==> src/rtl/keypad_digit_loader.sv <==
// keypad_digit_loader: debounces keypad codes and shifts accepted digits
// into a three-digit BCD cook-time entry (M:ST S), calculator style.
//
// Ports:
//   clk          - system clock, rising edge
//   reset        - asynchronous active-high reset
//   D[3:0]       - key code from encoder (0..9 digits, 10..15 ignored)
//   valid        - encoder valid, one key pressed
//   enable       - entry allowed; gates new presses only
//   clear        - synchronous clear of the entered time
//   minutes      - BCD minutes digit
//   sec_tens     - BCD tens-of-seconds digit
//   sec_ones     - BCD ones-of-seconds digit
//   key_ack      - one-cycle pulse when a new key is shifted in
//   time_nonzero - high when any digit is nonzero
module keypad_digit_loader #(
   parameter int DEBOUNCE_CYCLES = 4
) (
   input  logic       clk,
   input  logic       reset,
   input  logic [3:0] D,
   input  logic       valid,
   input  logic       enable,
   input  logic       clear,
   output logic [3:0] minutes,
   output logic [3:0] sec_tens,
   output logic [3:0] sec_ones,
   output logic       key_ack,
   output logic       time_nonzero
);

   typedef enum logic [1:0] {
      IDLE,
      PRESS_WAIT,
      HELD,
      RELEASE_WAIT
   } state_t;

   localparam logic [7:0] LP_LAST = 8'(DEBOUNCE_CYCLES - 1);

   state_t     r_state;
   logic [7:0] r_cnt;
   logic [3:0] r_cand;

   logic       w_digit;
   logic       w_stable;
   logic       w_last;
   logic       w_accept;
   logic [3:0] w_min_n;
   logic [3:0] w_tens_n;
   logic [3:0] w_ones_n;

   assign w_digit  = (D <= 4'd9);
   assign w_stable = valid & enable & (D == r_cand);
   assign w_last   = (r_cnt == LP_LAST);
   // clear wins over an acceptance landing on the same edge
   assign w_accept = (r_state == PRESS_WAIT) & w_stable
                   & w_last & ~clear;

   // Next digit values; time_nonzero is derived from these so it
   // changes on the same edge as the digits.
   always_comb begin
      w_min_n  = minutes;
      w_tens_n = sec_tens;
      w_ones_n = sec_ones;
      if (clear) begin
         w_min_n  = 4'd0;
         w_tens_n = 4'd0;
         w_ones_n = 4'd0;
      end else if (w_accept) begin
         w_min_n  = sec_tens;
         w_tens_n = sec_ones;
         w_ones_n = r_cand;
      end
   end

   always_ff @(posedge clk or posedge reset) begin
      if (reset) begin
         r_state      <= IDLE;
         r_cnt        <= 8'd0;
         r_cand       <= 4'd0;
         minutes      <= 4'd0;
         sec_tens     <= 4'd0;
         sec_ones     <= 4'd0;
         key_ack      <= 1'b0;
         time_nonzero <= 1'b0;
      end else begin
         minutes      <= w_min_n;
         sec_tens     <= w_tens_n;
         sec_ones     <= w_ones_n;
         key_ack      <= w_accept;
         time_nonzero <= |{w_min_n, w_tens_n, w_ones_n};
         if (clear) begin
            // A key held across clear must be released first
            if (r_state == HELD || r_state == RELEASE_WAIT) begin
               r_state <= RELEASE_WAIT;
               r_cnt   <= 8'd1;
            end else begin
               r_state <= IDLE;
            end
         end else begin
            unique case (r_state)
               IDLE: begin
                  if (enable & valid & w_digit) begin
                     r_cand  <= D;
                     r_cnt   <= 8'd1;
                     r_state <= PRESS_WAIT;
                  end
               end
               PRESS_WAIT: begin
                  if (!w_stable) begin
                     r_state <= IDLE;
                  end else if (w_last) begin
                     r_state <= HELD;
                  end else begin
                     r_cnt <= r_cnt + 8'd1;
                  end
               end
               HELD: begin
                  if (!valid) begin
                     r_cnt   <= 8'd1;
                     r_state <= RELEASE_WAIT;
                  end
               end
               RELEASE_WAIT: begin
                  if (valid) begin
                     r_state <= HELD;
                  end else if (w_last) begin
                     r_state <= IDLE;
                  end else begin
                     r_cnt <= r_cnt + 8'd1;
                  end
               end
            endcase
         end
      end
   end

endmodule

==> config.mk <==
export PLATFORM = sky130hd
export DESIGN_NAME = keypad_digit_loader
export DESIGN_NICKNAME = d
export VERILOG_FILES = /design/src/rtl/keypad_digit_loader.sv
export SDC_FILE = /design/constraint.sdc
export NUM_CORES = 1
export LEC_CHECK = 0
export BUFFER_PORTS_ARGS = -buffer_cell sky130_fd_sc_hd__clkbuf_2
export CAP_MARGIN = 20
export CORE_ASPECT_RATIO = 0.5
export CORE_MARGIN = 2
export CORE_UTILIZATION = 30
export CTS_CLUSTER_DIAMETER = 150
export DETAILED_ROUTE_END_ITERATION = 10
export SETUP_SLACK_MARGIN = 0.4
export SYNTH_ARGS = -nofsm -noshare
export SYNTH_HDL_FRONTEND = slang
export SYNTH_SLANG_ARGS = --single-unit
==> constraint.sdc <==
create_clock -name clk -period 4.78 [get_ports clk]
set_input_delay 0.956 -clock clk [delete_from_list [all_inputs] [get_ports clk]]
set_output_delay 0.956 -clock clk [all_outputs]
set_load 0.02 [all_outputs]
# == Word-level counts from Yosys, hierarchy flattened ==
# Cells that the tools add are included.
# totals
register_bits,28
input_bits,9
out_inout_bits,14
wordCells,58
# op_classes
add_sub_neg,1
n_lt_le_gt_ge,1
n_eq_ne,12
n_mux,23
bitwise_logic,7
n_reduce_logical,6
# ops
cell,n
$mux W8,7
$pmux W8 S4,1
$mux W4,6
$mux W2,8
$ne A3 B3 Y1 const B,4
$reduce_or A12 Y1,1
$add A8 B1 Y8 const B,1
$eq A8 B2 Y1 const B,1
$ne A4 B4 Y1 const B,2
$pmux W2 S4,1
$and A1 B1 Y1,6
$reduce_and A5 Y1,1
$eq A2 B2 Y1 const B,2
$eq A4 B4 Y1,1
$le A4 B4 Y1 const B,1
$reduce_and A4 Y1,1
$reduce_and A3 Y1,1
$eq A2 B1 Y1 const B,1
$logic_not A2 Y1,1
$ne A2 B1 Y1 const B,1
$logic_or A1 B1 Y1,1
$not A1 Y1,1

# == Depth between registers and ports, before layout ==
# depth
word_depth,8
ltp_mapped,6
ltp_nobuf,5

# == Least setup slack after synthesis ==
# OpenSTA, ideal clock, no wires.
# synth_timing
path_kind,input to register
startpoint,input port valid
endpoint,register r_cnt[1]
setup_ps,125
t_arrival_ps,2245
required_time_ps,4655
setup_slack_ps,2410
stages,6
n_path_buf,1
path_cell_list,nand3b_4 or4b_1 clkbuf_1 and2_1 o21ai_2 mux2_2
# synth_between
elab_chain_len,4
word_cells_on_any_way,8
classes_between,4 x eq/ne; 3 x bitwise; 1 x reduce/logical
# synth_rtl
item,line,rtl
start: declaration,22,"input logic valid,"
$and A1 B1 Y1,"54, 104",
"$and A1 B1 Y1, on equally long branches","54, 104",
$ne A3 B3 Y1 (no line),n/a,
$reduce_and A5 Y1 (no line) (*),n/a,
end signal: assignment,116,r_cnt <= r_cnt + 8'd1;
end signal: assignment,131,r_cnt <= r_cnt + 8'd1;
end: declaration,42,logic [7:0] r_cnt;
# Mark *: on every way between the ends. The rest lies on a longest branch, timed or not.
# A chain may end at the register's enable or synchronous reset.

# == Worst setup path in the final report ==
# layout_timing
startpoint,input port clear
endpoint,register sec_ones[2]
# layout_between
elab_chain_len,4
# layout_rtl
item,line,rtl
start: declaration,24,"input logic clear,"
$not A1 Y1 (no line),n/a,
$and A1 B1 Y1,58,& w_last & ~clear;
$mux W4,70,end else if (w_accept) begin
$mux W4 (*),66,if (clear) begin
named net w_ones_n[2],51,logic [3:0] w_ones_n;
end signal: assignment,90,sec_ones <= w_ones_n;
end: declaration,27,"output logic [3:0] sec_ones,"
# Mark *: on every way through the listed nets, which the timed path passes. The rest lies on a longest branch.

==> flow_results.org <==
** Final layout
- Summing all non-filler instances in the final layout gives an area of 1590 sq um.
- After the last flow step, the layout net total stands at 170.
- Fill cells in the final layout number 452.
- Antenna cell count :: 0
- Of the cells placed in the final design, the portion with a size suffix greater than 1 is 0.241.
- Summing all flip-flop and latch instances after layout gives 701 sq um.
- The top cell types in the final layout, fill and taps aside, are 28 x sky130_fd_sc_hd__nand2_1, 28 x sky130_fd_sc_hd__dfrtp_1, 22 x sky130_fd_sc_hd__clkbuf_2, 16 x sky130_fd_sc_hd__a21oi_1.
- In the final layout, the multi-input gates occupy 627 sq um.
- From synthesis to final layout, the design area changed by 16.3%.

** Drt
- Across all layers, the routed design uses 1071 vias.
- Routed wire length per instance :: 13.3 microns
- The count of nets left with antenna violations once routing finished came out at 0.
- Final wirelength :: 2.86 mm
- In the routed design, unresolved DRC markers number 0.
- In the routed layout, each cell is associated on average with a via count of 4.98.
- First-pass DRT Iterations :: 4
- Count of routing violations after the opening detailed-route iteration :: 48

** STA
- Clock skew on the completed layout was measured at 0.00514 ns.
- In the finished design, the share of the clock period the worst path needs comes to 0.567.
- Static timing analysis puts the maximum clock frequency at 0.369 GHz.
- The final number of hold-violating endpoints is 0.
- Setup violations remaining at the end of the flow were counted as 0.
- Max transition margin :: 0.300
- The smallest clock period supported by the final layout is computed as 2.71 ns.
- Post-Route Setup TNS :: 0 ns
- Setup repair after global routing left no endpoint under its margin.
- At the pin with the least slew margin, the transition time is 1.05 ns.
- Max Transition Viols Final :: 0

** Worst setup path
- The signal on the critical path passes through clkbuf_2 -> nand2b_1 -> nor4_1 -> nor4b_2 -> nand2_1 -> a21oi_1.
- For the worst setup path, the data required time is 4.97 ns.
- STA classifies the critical path endpoint as a register.
- Type of the worst setup path :: primary input to register
- Critical path's slowest cell :: sky130_fd_sc_hd__nor4b_2
- Arrival time of the worst setup path :: 2.90 ns
- In this run the worst path has a maximum fanout of 16.
- Reg2Reg Depth :: 5
- The largest single stage delay on the critical path is 0.88 ns.
- STA classifies the critical path startpoint as a primary input.

** Power
- Leakage power :: 0.689 nW
- Pwr Total :: 0.428 mW
- P per Cell Area :: 269 nW/um^2
- The worst-case IR drop observed on VDD is 0.123 mV.

** Die
- The floorplan step set the die height to 51.7 microns.
- Std-Cell Core Area :: 4380 sq um
- The floorplan step set the die width to 99.4 microns.
- Standard-cell rows :: 17
- The floorplan step defined a die boundary enclosing 5140 sq um.
- During I/O placement, the number of pins put on the boundary was 23.
- Initial core utilization :: 0.312

** CTS
- Buffers added to address setup during post-CTS repair amount to 0.
- Number of clock sinks :: 28
- The clock reaches the later pin of the worst-skew pair after 0.27 ns.
- In this run, post-CTS repair resized a total of 0 instances.
- After clock tree synthesis, the flow added hold-fix buffers numbering 0.
- Clock-pin slew was measured on the worst setup and hold paths at 0.09 ns.
- TritonCTS clock tree :: built
- Htree depth :: 1
- Buffers inserted during clock tree synthesis total 3.
- No sink is reached through more buffers than the 2 on the longest clock path.
- In this run the clock root is driven by a sky130_fd_sc_hd__clkbuf_8.

** Placement
- Once placement finished, the instance area stood at 1520 sq um.
- The HPWL after detailed placement is 2.05 mm.
- At the end of routability-driven placement, the weighted congestion stood at 0.805.
- Input and output buffers added on the ports amount to 22.

** GRT
- In the global route stage, overall resource usage came out at 0.123.
- Maximum number of pins on one net before global-route repair :: 29
- The number of global-route vias before repair is 1045.
- Number of antenna violations at the first check in global routing :: 0
- Summed over all layers, the global routing overflow is 0.
- First-pass GRT wire length :: 4.97 mm

** Synthesis
- Largest family of logic cells by synthesized area :: simple AND/OR/NAND/NOR gates
- Ys Warns :: 0
- Of the total synthesized cell area, the portion taken by full adders, half adders and majority gates is 0.00916.
- The synthesized netlist contains 32 unique library cells.
- The compound-gate portion of the synthesized area is 0.126.
- Dividing the synthesized area by the synthesized cell count gives 9.97 sq um.
- Synthesis-stage register bit count :: 28
- Of the total synthesized cell area, the portion taken by XOR and XNOR cells is 0.0256.
- Number of standard cells after synthesis :: 137
- Area fraction in and, or, nand and nor cells after synthesis :: 0.248
- Fraction of the yosys area taken by sequential cells :: 0.513
- Number of nets in the synthesized netlist :: 147
- The synthesized netlist occupies a cell area of 1370 sq um.
- Measured against the total synthesized area, the mux share comes to 0.0495.

** Hold path
- Worst Hold Depth :: 2
- The min-delay analysis places its worst path in the category register to register.

** Flow run
- Max-cap violations :: 0

** Outcome
- The run finished with clean final reports.
-- metal layers --
metal | vias up | GRT usage | routed length [microns]
met1 | 528 | 0.156 | 1350
li1 | 535 | - | -
met2 | 6 | 0.220 | 1430
met3 | 2 | 0.0282 | 55
met5 | - | 0 | 0
met4 | 0 | 0.0274 | 19
-- Yosys cell counts --
library cell,instances,area share
sky130_fd_sc_hd__a21oi_1,16,0.059
sky130_fd_sc_hd__a21oi_2,1,0.0064
sky130_fd_sc_hd__and2_1,1,0.0046
sky130_fd_sc_hd__and3_1,1,0.0046
sky130_fd_sc_hd__and4_1,1,0.0064
sky130_fd_sc_hd__buf_2,1,0.0037
sky130_fd_sc_hd__buf_6,1,0.0082
sky130_fd_sc_hd__clkbuf_1,3,0.0082
sky130_fd_sc_hd__dfrtp_1,28,0.51
sky130_fd_sc_hd__ha_1,1,0.0092
sky130_fd_sc_hd__inv_1,3,0.0082
sky130_fd_sc_hd__mux2_2,6,0.049
sky130_fd_sc_hd__nand2_1,28,0.077
sky130_fd_sc_hd__nand2b_1,1,0.0046
sky130_fd_sc_hd__nand3_1,6,0.022
sky130_fd_sc_hd__nand3b_4,1,0.015
sky130_fd_sc_hd__nand4_1,1,0.0046
sky130_fd_sc_hd__nor2_1,5,0.014
sky130_fd_sc_hd__nor3_1,1,0.0037
sky130_fd_sc_hd__nor3b_1,1,0.0055
sky130_fd_sc_hd__nor4_1,6,0.027
sky130_fd_sc_hd__nor4_4,1,0.016
sky130_fd_sc_hd__nor4b_2,1,0.011
sky130_fd_sc_hd__o211ai_1,2,0.011
sky130_fd_sc_hd__o21ai_0,3,0.011
sky130_fd_sc_hd__o21ai_2,1,0.0064
sky130_fd_sc_hd__o31ai_1,6,0.033
sky130_fd_sc_hd__or2_2,1,0.0046
sky130_fd_sc_hd__or3_1,1,0.0046
sky130_fd_sc_hd__or4_1,3,0.016
sky130_fd_sc_hd__or4b_1,1,0.0073
sky130_fd_sc_hd__xor2_1,4,0.026
-- worst max-delay path: cells and delay by family --
family                 cells  cell delay, ns
AND/OR/NAND/NOR            4            1.54
AO/OA/AOI/OAI              1            0.19
buffers and inverters      1            0.22
-- path summary, 6_finish.rpt --
kind / startpoint / endpoint / slack (ns)
min in group asynchronous: reset / r_cnt[7] / 0.67
setup reg to reg: r_cnt[4] / sec_ones[2] / 2.37
hold reg to reg: minutes[3] / minutes[3] / 0.55
max in group asynchronous: reset / sec_ones[1] / 3.66
setup / recovery: clear / sec_ones[2] / 2.07
hold / removal: minutes[3] / minutes[3] / 0.55
-- stage by stage --
stage / util / hold slack, ns / instances / worst slack, ns
finish: 0.363 / 0.550 / 215 / 2.07
global route: 0.363 / 0.574 / 215 / 1.78
CTS: 0.356 / 0.549 / 214 / 2.08
detailed placement: 0.347 / 0.530 / 211 / 1.78
global placement: 0.347 / 0.529 / 211 / 1.86
floorplan: - / 0.490 / 137 / 2.41
-- final cells by class --
cell class                      count  share of cell area
Sequential cell                    28               0.441
Multi-Input combinational cell    101               0.394
Timing Repair Buffer               23              0.0866
Tap cell                           57              0.0449
Clock buffer                        3              0.0260
Inverter                            3             0.00709
-- cell families after synthesis --
family	count (synthesis)
compound gates	29
flops	28
fa+ha+maj	1
simple gates	61
xor+xnor	4
mux	6
buf+inv	8
-- flip-flops by register name (all words and copies together) (netlist names) --
| signal | cells |
|---|---|
| sec_ones | 4 |
| r_state | 2 |
| key_ack | 1 |
| time_nonzero | 1 |
| r_cnt | 8 |
| sec_tens | 4 |
| minutes | 4 |
| r_cand | 4 |
-- power by group --
| group | total, mW | internal (mW) | switching [mW] |
|---|---|---|---|
| registers | 0.256 | 0.245 | 0.0102 |
| clock network | 0.126 | 0.0565 | 0.0690 |
| logic | 0.0465 | 0.0199 | 0.0266 |
| total | 0.428 | 0.322 | 0.106 |
No activity file was read; power rests on OpenSTA's default activity.
